[src/rtl/alu_pkg.sv]
// rtl/alu_pkg.sv - shared ALU constants: datapath width, divider state codes
package alu_pkg;

  localparam int ALU_WIDTH = 32;

  localparam logic [1:0] DIV_IDLE = 2'd0;
  localparam logic [1:0] DIV_RUN  = 2'd1;
  localparam logic [1:0] DIV_FIN  = 2'd2;

  localparam logic [ALU_WIDTH-1:0] ALL_ONES = {ALU_WIDTH{1'b1}};

endpackage

[src/rtl/sub_step.sv]
// rtl/sub_step.sv - combinational subtract step a + ~b + 1 with borrow out
// Kept as the single arithmetic unit so a faster adder can be dropped in later.
module sub_step #(
  parameter int WIDTH = 32
) (
  input  logic [WIDTH:0] a,
  input  logic [WIDTH:0] b,
  output logic [WIDTH:0] diff,
  output logic           borrow
);

  assign diff   = a + ~b + {{WIDTH{1'b0}}, 1'b1};
  assign borrow = diff[WIDTH];

endmodule

[src/rtl/div_seq.sv]
// rtl/div_seq.sv - iterative unsigned restoring divider, one quotient bit per cycle
// Results and div_by_zero hold until the next accepted start.
module div_seq
  import alu_pkg::*;
#(
  parameter int WIDTH = ALU_WIDTH
) (
  input  logic             clk,
  input  logic             rst,
  input  logic             start,
  input  logic [WIDTH-1:0] dividend,
  input  logic [WIDTH-1:0] divisor,
  output logic             busy,
  output logic             done,
  output logic [WIDTH-1:0] quotient,
  output logic [WIDTH-1:0] remainder,
  output logic             div_by_zero
);

  localparam int CW = $clog2(WIDTH) + 1;

  logic [1:0]       state_q, state_d;
  logic [CW-1:0]    count_q, count_d;
  logic [WIDTH-1:0] r_q, r_d;
  logic [WIDTH-1:0] q_q, q_d;
  logic [WIDTH-1:0] dvs_q, dvs_d;
  logic             zero_q, zero_d;
  logic             busy_q, busy_d;
  logic             done_q, done_d;
  logic [WIDTH-1:0] quot_q, quot_d;
  logic [WIDTH-1:0] rem_q, rem_d;
  logic             dbz_q, dbz_d;

  logic [WIDTH:0]   r_shift;
  logic [WIDTH:0]   diff;
  logic             borrow;
  logic             diff_msb_unused;

  // The shifted partial remainder needs one extra bit before the compare.
  assign r_shift = {r_q, q_q[WIDTH-1]};

  sub_step #(.WIDTH(WIDTH)) u_sub_step (
    .a      (r_shift),
    .b      ({1'b0, dvs_q}),
    .diff   (diff),
    .borrow (borrow)
  );

  // A non-borrowing result is below the divisor, so its top bit is always zero.
  assign diff_msb_unused = diff[WIDTH];

  always_comb begin
    state_d = state_q;
    count_d = count_q;
    r_d     = r_q;
    q_d     = q_q;
    dvs_d   = dvs_q;
    zero_d  = zero_q;
    busy_d  = busy_q;
    done_d  = 1'b0;
    quot_d  = quot_q;
    rem_d   = rem_q;
    dbz_d   = dbz_q;

    case (state_q)
      DIV_IDLE: begin
        // done_q blocks an accept in the cycle of the done pulse.
        if (start && !done_q) begin
          dvs_d   = divisor;
          q_d     = dividend;
          r_d     = '0;
          count_d = CW'(WIDTH);
          busy_d  = 1'b1;
          zero_d  = (divisor == '0);
          state_d = (divisor == '0) ? DIV_FIN : DIV_RUN;
        end
      end
      DIV_RUN: begin
        r_d     = borrow ? r_shift[WIDTH-1:0] : diff[WIDTH-1:0];
        q_d     = {q_q[WIDTH-2:0], ~borrow};
        count_d = count_q - 1'b1;
        if (count_q == CW'(1)) begin
          state_d = DIV_FIN;
          busy_d  = 1'b0;
        end
      end
      DIV_FIN: begin
        done_d  = 1'b1;
        busy_d  = 1'b0;
        state_d = DIV_IDLE;
        if (zero_q) begin
          quot_d = '1;
          rem_d  = q_q;
          dbz_d  = 1'b1;
        end else begin
          quot_d = q_q;
          rem_d  = r_q;
          dbz_d  = 1'b0;
        end
      end
      default: begin
        state_d = DIV_IDLE;
        busy_d  = 1'b0;
      end
    endcase
  end

  always_ff @(posedge clk) begin
    if (rst) begin
      state_q <= DIV_IDLE;
      count_q <= '0;
      r_q     <= '0;
      q_q     <= '0;
      dvs_q   <= '0;
      zero_q  <= 1'b0;
      busy_q  <= 1'b0;
      done_q  <= 1'b0;
      quot_q  <= '0;
      rem_q   <= '0;
      dbz_q   <= 1'b0;
    end else begin
      state_q <= state_d;
      count_q <= count_d;
      r_q     <= r_d;
      q_q     <= q_d;
      dvs_q   <= dvs_d;
      zero_q  <= zero_d;
      busy_q  <= busy_d;
      done_q  <= done_d;
      quot_q  <= quot_d;
      rem_q   <= rem_d;
      dbz_q   <= dbz_d;
    end
  end

  assign busy        = busy_q;
  assign done        = done_q;
  assign quotient    = quot_q;
  assign remainder   = rem_q;
  assign div_by_zero = dbz_q;

endmodule

[config.mk]
export PLATFORM = sky130hd
export DESIGN_NAME = div_seq
export DESIGN_NICKNAME = d
export VERILOG_FILES = /design/src/rtl/alu_pkg.sv /design/src/rtl/sub_step.sv /design/src/rtl/div_seq.sv
export SDC_FILE = /design/constraint.sdc
export NUM_CORES = 1
export LEC_CHECK = 0
export BUFFER_PORTS_ARGS = -buffer_cell sky130_fd_sc_hd__buf_2
export CAP_MARGIN = 15
export CORE_MARGIN = 3
export CORE_UTILIZATION = 52
export CTS_BUF_LIST = sky130_fd_sc_hd__clkbuf_16
export CTS_CLUSTER_DIAMETER = 30
export DETAILED_ROUTE_END_ITERATION = 16
export GPL_TIMING_DRIVEN = 0
export PLACE_DENSITY_LB_ADDON = 0.08
export SYNTH_ARGS = -nofsm -noshare
export SYNTH_HDL_FRONTEND = slang
export SYNTH_SLANG_ARGS = --single-unit
[constraint.sdc]
create_clock -name clk -period 3 [get_ports clk]
set_input_delay 0.6 -clock clk [delete_from_list [all_inputs] [get_ports clk]]
set_output_delay 0.6 -clock clk [all_outputs]
set_load 0.05 [all_outputs]
==> run metrics, run 1 <==
final WL 24800 um; Fin Clk Skew 0.0102 ns; Hold Crit Class in -> reg; biggest area consumer among synthesized cells dfxtp_1; Finished Core Util 65.1%; DR pass1 iterations 6; Pwr Total 13.6 mW; Peak VDD IR 0.771 mV; Placer Congestion 0.939; Max Slew Vio Count 0; Final setup viols 0; Clock Latency Late Sink 0.44 ns; Worst slew margin 49.2%; # rows 46; Synth Instances 1089; commonest cells after routing, fill and taps aside dfxtp_1, nand2_1, buf_2; hold buffers post-CTS 0; combinational share of power 62.3%; Sw Ratio 42.9%; WP data arrival 3.25 ns; first-pass GRT wire length 38000 um; Die Wd 136 um; commonest non-fill, non-tap cell in the layout dfxtp_1; CP startpoint kind register; Seq/Total Area, Yosys 39.3%; worst reg2reg startpoint q_q[31]; die height 136 um; Adder-Cell Fraction of Synth Area 5.08%; Post-Synth Simple-Gate Area 19.9%; Vias 8433; DP HPWL 18900 um; Max Fclk 0.339 GHz; Hold Path Depth 3; Core ar. 16200 um^2; # fillers 1443; largest net degree at the start of global routing 19; Initial Utilization 54.2%; yosys warns 0; share of post-route cells with drive strength above 1 16.6%; initial antenna violation count 0; status completed; setup_tns 0 ns; internal reg-to-reg setup slack 0.05 ns; Clock power frac 15.9%; die area 18500 um^2; cells on worst reg2reg path 14; # diodes 0; top_reg_cell synth dfxtp_1; placed cell areas 9700 um^2; initial DRC count 554; Yosys cell types 61; Layout Cells excl Fill 1484; CTS tree built; Mapped Area 8770 um^2; Setup CP Type reg -> reg; GRT Total Usage 25.9%; Worst Path Required 3.30 ns; register bit total from synthesis 172; max_cap viols 0; number of flops mapped to enable cells by yosys 0; # placed instances 1438; maximum clock insertion buffer count 2; main combinational cell family by area after synthesis compound AO/OA/AOI/OAI gates; vias in the first global route 7484; Avg Cell Area, Syn 8.05 um^2; IO Pins 134; setup ws final 0.0516 ns; Seq pwr share 21.9%; P_sw 5.83 mW; Post-layout nets 1357; CP Max Fanout 7; port bufs 132; Tmin final 2.95 ns; H-tree depth 4; vias per cell 5.68; hold path endpoint dvs_q[12]; pre-CTS WS -0.318 ns; ANT nets after route 0; post-synth top area share 39.3%; cell-internal power 7.77 mW; synthesis-to-layout area growth 20.1%; clock buffer count from CTS 17; mux share of post-synthesis cell area 6.62%; P_leak 4.21 nW; Overflow after GRT 0; WHS 0.409 ns; ranking of synthesized cells by area dfxtp_1, mux2i_1, nand2_1; XOR/XNOR Fraction of Synth Area 2.40%; DR WL/cell 16.7 um; Design Area, Final 10500 um^2; DRC 0; R2R Path End r_q[13]; Critical Path Sink Type register; Slew @ Worst Pin 0.756 ns; CTS Sinks 172; final worst path period share 98.3%; worst hold start divisor[12]; asr flop ratio synth 0%; Root Buffer clkbuf_16; Synth Area in Compound Gates 21.0%; Mapped Nets 1191; Cell Pwr Density 1290 nW/um^2; RSZ-0062 raised after global routing yes; Reg clk slew, reported paths 0.07 ns; Final Hold Fails 0
-- critical path, cell delays in order (launching register included) --
cell and delay, ns:
dfxtp_4 0.37, inv_4 0.07, ha_4 0.13, inv_2 0.04
fa_2 0.37, a211oi_2 0.24, o21ai_2 0.13, o311ai_4 0.32
a31o_4 0.25, o2111ai_4 0.12, o211ai_2 0.11, buf_6 0.20
clkbuf_16 0.17, mux2i_1 0.20, o21ai_1 0.08
-- timing repair --
action                                  in CTS  in global routing
setup buffers                                5                  7
resized for setup                            7                 16
endpoints found under the setup margin      33                 33
cloned                                       0                  2
pin swaps                                    4                  7
-- how the worst max path moves through the flow --
stage / slack [ns] / endpoint / cells past startpoint / from
5_1_grt: -0.03 / r_q[17] / 14 / q_q[31]
2_1_floorplan: 0.18 / r_q[12] / 14 / q_q[31]
3_3_place_gp: -0.33 / r_q[24] / 14 / q_q[31]
6_report: 0.05 / r_q[13] / 14 / q_q[31]
4_1_cts: 0.003 / r_q[24] / 14 / q_q[31]
3_5_place_dp: -0.32 / r_q[24] / 14 / q_q[31]
-- registers in the layout, indices dropped and copies added (netlist names) --
name,count
busy,1
count_q,6
div_by_zero,1
done,1
dvs_q,32
q_q,32
quotient,32
r_q,32
remainder,32
state_q,2
zero_q,1
-- routing by layer --
layer  part of all wire (%)  track usage [%]  vias up  routed length [um]
li1                       -                -     4202                   -
met1                     48             36.6     3943               12000
met2                     45             41.8      264               11200
met3                    5.3             3.92       24                1320
met4                    1.3             6.33        0                 324
met5                      0                0        -                   0
-- synth_stat cells (18+ instances only) --
library cell  count
a21oi_1          97
xnor2_1          18
nor3_1           71
inv_1            46
clkbuf_1         63
dfxtp_1         172
a211oi_1         35
a22oi_1          33
nand2_1         152
ha_1             34
nor2_1          105
mux2i_1          58
o21ai_1          31
-- power by group through the flow --
stage | registers, mW | clock network [mW] | logic [mW]
after floorplan | 3.03 | 0 | 5.81
final | 2.98 | 2.16 | 8.47
after global routing | 3.01 | 2.26 | 9.13
after CTS | 2.96 | 2.17 | 7.52
after detailed placement | 3.01 | 0 | 7.25
after global placement | 3.01 | 0 | 7.18
-- cell families (layout without fill, tap and decap cells) --
group	count (synthesis)	in the layout
adders and majority gates	35	35
muxes	58	58
buffers and inverters	120	299
DFF	172	172
and+or+nand+nor	394	394
xor gates and xnor gates	24	24
AOI/OAI and AO/OA	286	286
-- cell type report --
| type | instances | area, um^2 | area share [%] |
|---|---|---|---|
| multi-input combinational | 797 | 4920 | 46.7 |
| sequential | 172 | 3450 | 32.7 |
| timing repair buffer | 147 | 810 | 7.69 |
| clock buffer | 17 | 425 | 4.04 |
| buffer | 74 | 330 | 3.14 |
| tap | 216 | 270 | 2.57 |
| inverter | 46 | 175 | 1.66 |
| clock inverter | 15 | 158 | 1.50 |
Note: power is estimated with default switching activity, not from simulation.
==> inputs of run 2 (changes only) <==
Settings changed: ABC_AREA set to 1.
==> run 2 against run 1 <==
Net effect: global-route usage increased by 2.4 points; largest power group unchanged; critical endpoint is now r_q[31]; setup slack better by 0.31 ns; power fell by 39%.
==> run metrics, run 2 <==
status completed (unchanged); CP Max Fanout 10 (was 7); GRT Total Usage 28.3% (was 25.9%); RSZ-0062 raised after global routing no (was yes); synthesis-to-layout area growth 16.0% (was 20.1%); final worst path period share 87.9% (was 98.3%); # diodes 0 (unchanged); Fin Clk Skew 0.00964 ns (was 0.0102 ns); Die Wd 143 um (was 136 um); yosys warns 0 (unchanged); postcts setup bufs 0 (was 5); post-synth top area share 35.5% (was 39.3%); top_reg_cell synth dfxtp_1 (unchanged); initial DRC count 609 (was 554); H-tree depth 4 (unchanged); post-CTS resize count 0 (was 7); maximum clock insertion buffer count 2 (unchanged); # rows 49 (was 46); Clock Latency Late Sink 0.43 ns (was 0.44 ns); Synth Instances 1435 (was 1089); Final Hold Fails 0 (unchanged); die height 143 um (was 136 um); Vias 9522 (was 8433); placed cell areas 10600 um^2 (was 9700 um^2); CTS Sinks 172 (unchanged); Overflow after GRT 0 (unchanged); Hold Crit Class in -> reg (unchanged); Max Fclk 0.379 GHz (was 0.339 GHz); Finished Core Util 62.0% (was 65.1%); Reg clk slew, reported paths 0.07 ns (about the same); WP data arrival 2.93 ns (was 3.25 ns); Cell Pwr Density 738 nW/um^2 (was 1290 nW/um^2); commonest non-fill, non-tap cell in the layout nand2_1 (was dfxtp_1); CP startpoint kind register (unchanged); Mapped Nets 1537 (was 1191); final WL 28900 um (was 24800 um); commonest cells after routing, fill and taps aside nand2_1, inv_1, dfxtp_1 (was dfxtp_1, nand2_1, buf_2); Placer Congestion 0.954 (was 0.939); clock buffer count from CTS 17 (unchanged); share of post-route cells with drive strength above 1 15.6% (was 16.6%); Critical Path End r_q[31] (was r_q[13]); Peak VDD IR 0.447 mV (was 0.771 mV); Seq/Total Area, Yosys 35.5% (was 39.3%); R2R Path End r_q[31] (was r_q[13]); Design Area, Final 11200 um^2 (was 10500 um^2); register bit total from synthesis 172 (unchanged); DP HPWL 23400 um (was 18900 um); # placed instances 1796 (was 1438); top post-synthesis cells by count nand2_1, inv_1, dfxtp_1 (was dfxtp_1, nand2_1, nor2_1); Max Slew Vio Count 0 (unchanged); Tmin final 2.64 ns (was 2.95 ns); port bufs 132 (unchanged); Core ar. 18100 um^2 (was 16200 um^2); Slew @ Worst Pin 1.09 ns (was 0.756 ns); Layout Cells excl Fill 1828 (was 1484); initial antenna violation count 0 (unchanged); DR WL/cell 15.8 um (was 16.7 um); count leader, synth nand2_1 (was dfxtp_1); largest net degree at the start of global routing 19 (unchanged); asr flop ratio synth 0% (unchanged); IO Pins 134 (unchanged); vias in the first global route 8811 (was 7484); CTS tree built (unchanged); internal reg-to-reg setup slack 0.36 ns (was 0.05 ns); hold buffers post-CTS 0 (unchanged); DR pass1 iterations 6 (unchanged); Final setup viols 0 (unchanged); max_cap viols 0 (unchanged); ranking of synthesized cells by area dfxtp_1, nand2_1, a21oi_1 (was dfxtp_1, mux2i_1, nand2_1); Root Buffer clkbuf_16 (unchanged); P_leak 5.51 nW (was 4.21 nW); setup_tns 0 ns (unchanged); ANT nets after route 0 (unchanged); Post-layout nets 1688 (was 1357); Initial Utilization 53.4% (was 54.2%); Mapped Area 9700 um^2 (was 8770 um^2); Yosys cell types 43 (was 61); Avg Cell Area, Syn 6.76 um^2 (was 8.05 um^2); Setup CP Type reg -> reg (unchanged); Worst Setup SP q_q[31] (unchanged); cells on worst reg2reg path 17 (was 14); vias per cell 5.21 (was 5.68); number of flops mapped to enable cells by yosys 0 (unchanged); Critical Path Sink Type register (unchanged); Worst Path Required 3.29 ns (was 3.30 ns); worst reg2reg startpoint q_q[31] (unchanged); biggest area consumer among synthesized cells dfxtp_1 (unchanged); DRC 0 (unchanged); first-pass GRT wire length 45500 um (was 38000 um); die area 20300 um^2 (was 18500 um^2); Worst slew margin 26.8% (was 49.2%)
[run 2: how the worst min path moves through the flow]
stage / to / cells past startpoint / slack [ns] / startpoint
3_3_place_gp: dvs_q[20] / 2 / 0.45 / dvs_q[20]
3_5_place_dp: dvs_q[2] / 2 / 0.45 / dvs_q[2]
5_1_grt: q_q[21] / 3 / 0.44 / dividend[21]
4_1_cts: q_q[26] / 3 / 0.44 / dividend[26]
2_1_floorplan: dvs_q[10] / 2 / 0.43 / dvs_q[10]
6_report: q_q[28] / 3 / 0.45 / dividend[28]
[run 2: critical path: stages (launching register included)]
cell     delay (ns)
dfxtp_1        0.35
inv_1          0.11
ha_1           0.20
inv_1          0.12
fa_1           0.41
nand2_1        0.09
nand2_1        0.09
nand3_2        0.09
nand2_2        0.10
nand2_2        0.10
nand2_4        0.06
nand2_4        0.10
nand3_4        0.10
nand2_8        0.12
buf_6          0.16
nand3_1        0.13
nand2_1        0.12
a21oi_1        0.06
[run 2: routing by layer]
layer,vias up,GRT usage [%],wire (um)
li1,4960,-,-
met3,49,4.33,1460
met4,0,11.3,1080
met5,-,0,0
met1,4264,38.1,13300
met2,249,45.6,13100
[run 2: logic make-up (layout without fill, tap and decap cells)]
family	Yosys count	in the layout	synth area share [%]
AND/OR/NAND/NOR	616	616	28.4
adder cells (fa/ha/maj)	35	35	4.59
buffers and inverters	262	426	10.8
AO/OA/AOI/OAI	335	335	19.4
XOR/XNOR	15	15	1.35
flip-flops	172	172	35.5
[run 2: power breakdown]
part | internal (mW) | switching [mW]
clock network | 1.19 | 1.04
registers | 2.48 | 0.183
logic | 1.12 | 2.29
total | 4.79 | 3.51
[run 2: area by class of cell]
| type | count | area (um^2) |
|---|---|---|
| Clock buffer | 17 | 425 |
| Clock inverter | 15 | 176 |
| Timing Repair Buffer | 132 | 661 |
| Inverter | 191 | 717 |
| Multi-Input combinational cell | 1001 | 5210 |
| Fill cell | 1835 | 6900 |
| Sequential cell | 172 | 3440 |
| Buffer | 71 | 327 |
| Tap cell | 229 | 287 |
[run 2: stage by stage]
step	power (mW)	setup slack, ns	hold slack [ns]
6_report	8.30	0.363	0.446
2_1_floorplan	5.22	0.858	0.433
3_3_place_gp	6.05	0.328	0.448
3_5_place_dp	6.09	0.349	0.452
5_1_grt	8.83	0.156	0.443
4_1_cts	8.31	0.381	0.435
==> inputs of run 3 (changes only) <==
Settings changed: ABC_AREA 1 to 0, SYNTH_HIERARCHICAL set to 1.
==> run 3 against run 2 <==
Net effect: maximum frequency shrank 10%; global-route usage shrank 2.9 points; register-to-register slack lost 0.31 ns; combinational power grew 60%; critical path depth shrank 3; clock-buffer cell count is the same; largest power group unchanged; highest routed layer unchanged.
==> run metrics, run 3 <==
status completed (unchanged); port bufs 132 (unchanged); Initial Utilization 53.6% (was 53.4%); CTS Sinks 172 (unchanged); Final Hold Fails 0 (unchanged); WP data arrival 3.25 ns (was 2.93 ns); # diodes 0 (unchanged); Reg clk slew, reported paths 0.07 ns (about the same); Synth Instances 1116 (was 1435); Clock Latency Late Sink 0.44 ns (was 0.43 ns); final WL 24400 um (was 28900 um); # fillers 1539 (was 1835); CTS tree built (unchanged); CP startpoint kind register (unchanged); cells on worst reg2reg path 14 (was 17); die area 18900 um^2 (was 20300 um^2); Cell Pwr Density 967 nW/um^2 (was 738 nW/um^2); initial DRC count 535 (was 609); Worst Path Required 3.31 ns (was 3.29 ns); ANT nets after route 0 (unchanged); Tmin final 2.94 ns (was 2.64 ns); yosys warns 6 (was 0); Die Wd 137 um (was 143 um); placed cell areas 9930 um^2 (was 10600 um^2); max_cap viols 0 (unchanged); Fin Clk Skew 0.0143 ns (was 0.00964 ns); die height 137 um (was 143 um); CP Max Fanout 10 (unchanged); Hold Path Depth 3 (unchanged); Max Slew Vio Count 0 (unchanged); Max Fclk 0.340 GHz (was 0.379 GHz); DP HPWL 18800 um (was 23400 um); Avg Cell Area, Syn 8.06 um^2 (was 6.76 um^2); Pwr Total 10.4 mW (was 8.30 mW); R2R Path End r_q[30] (was r_q[31]); synthesis-to-layout area growth 19.9% (was 16.0%); RSZ-0062 raised after global routing yes (was no); Mapped Nets 1218 (was 1537); Core ar. 16800 um^2 (was 18100 um^2); hold path endpoint dvs_q[23] (was q_q[28]); GRT Total Usage 25.4% (was 28.3%); H-tree depth 4 (unchanged); Setup CP Type reg -> reg (unchanged); share of post-route cells with drive strength above 1 21.1% (was 15.6%); Final setup viols 0 (unchanged); IO Pins 134 (unchanged); clock buffer count from CTS 17 (unchanged); internal reg-to-reg setup slack 0.06 ns (was 0.36 ns); hold buffers post-CTS 0 (unchanged); P_leak 4.54 nW (was 5.51 nW); Overflow after GRT 0 (unchanged); first-pass GRT wire length 38300 um (was 45500 um); largest net degree at the start of global routing 19 (unchanged); Mapped Area 8990 um^2 (was 9700 um^2); Worst slew margin 50.5% (was 26.8%); Vias 8299 (was 9522); setup_tns 0 ns (unchanged); worst hold start divisor[23] (was dividend[28]); Critical Path Sink Type register (unchanged); vias in the first global route 7508 (was 8811); Design Area, Final 10800 um^2 (was 11200 um^2); Hold Crit Class in -> reg (unchanged); Placer Congestion 0.851 (was 0.954); register area 3460 um^2 (was 3440 um^2); # rows 47 (was 49); DR pass1 iterations 5 (was 6); Post-layout nets 1372 (was 1688); Peak VDD IR 0.484 mV (was 0.447 mV); WHS 0.402 ns (was 0.446 ns); DRC 0 (unchanged); Root Buffer clkbuf_16 (unchanged); maximum clock insertion buffer count 2 (unchanged); commonest non-fill, non-tap cell in the layout buf_2 (was nand2_1); final worst path period share 98.1% (was 87.9%); Slew @ Worst Pin 0.742 ns (was 1.09 ns); commonest cells after routing, fill and taps aside buf_2, dfxtp_1, nor2_1 (was nand2_1, inv_1, dfxtp_1); worst reg2reg startpoint r_q[16] (was q_q[31]); Multi-input gate area 5100 um^2 (was 5210 um^2); initial antenna violation count 0 (unchanged); vias per cell 5.52 (was 5.21); DR WL/cell 16.2 um (was 15.8 um)
[run 3: cell count changes in the layout (fill, tap and decap cells not counted), sizes merged, moves of 32 or more]
cell,before,now
a21oi,187,106
nor2,54,161
inv,196,58
a31oi,1,38
nand2,433,122
o21ai,103,10
mux2i,0,65
nand3,95,9
nor3,6,69
buf,150,182
[run 3: worst max-delay path, stage by stage, from the launching register on]
cell,delay (ns)
dfxtp_2,0.36
ha_1,0.40
a21oi_2,0.26
nand2_1,0.09
o2111ai_2,0.19
a21oi_1,0.11
a211o_1,0.28
a21oi_2,0.11
xnor2_1,0.14
clkbuf_8,0.20
buf_12,0.16
mux2i_2,0.24
nor2_1,0.06
a31oi_1,0.14
nor2_1,0.05
[run 3: worst max path at each step]
stage,start,endpoint,slack (ns)
2_1_floorplan,q_q[31],r_q[11],-0.02
3_3_place_gp,q_q[31],r_q[30],-0.81
3_5_place_dp,q_q[31],r_q[30],-0.81
4_1_cts,r_q[1],r_q[30],0.004
5_1_grt,r_q[16],r_q[13],-0.14
6_report,r_q[16],r_q[30],0.06
[run 3: metrics by stage]
step | worst slack [ns] | util, % | cells
2_1_floorplan | -0.0216 | - | 1116
3_3_place_gp | -0.815 | 59.2 | 1468
3_5_place_dp | -0.815 | 59.2 | 1468
4_1_cts | 0.00417 | 63.4 | 1502
5_1_grt | -0.139 | 64.3 | 1503
6_report | 0.0561 | 64.3 | 1503
[run 3: where the power goes]
group	switching, mW	internal, mW
clock	1.05	1.11
combinational	2.87	2.59
sequential	0.285	2.52
total	4.21	6.22
[run 3: layout make-up]
class | instances | share of cell area [%]
Buffer | 81 | 4.19
Clock buffer | 17 | 3.94
Clock inverter | 15 | 1.44
Inverter | 49 | 1.71
Multi-Input combinational cell | 810 | 47.3
Sequential cell | 172 | 32.1
Tap cell | 220 | 2.55
Timing Repair Buffer | 139 | 6.78
[run 3: layer usage]
metal / vias up / routed length [um] / GRT usage, %
li1: 4243 / - / -
met1: 3782 / 11700 / 36.1
met2: 245 / 10800 / 40.5
met3: 29 / 1430 / 3.62
met4: 0 / 369 / 6.43
met5: - / 0 / 0
[run 3: what timing repair did]
item	in CTS	in global routing
cloned	0	1
resized for setup	31	28
endpoints found under the setup margin	33	33
buffers inserted	4	2
pin swaps	4	7
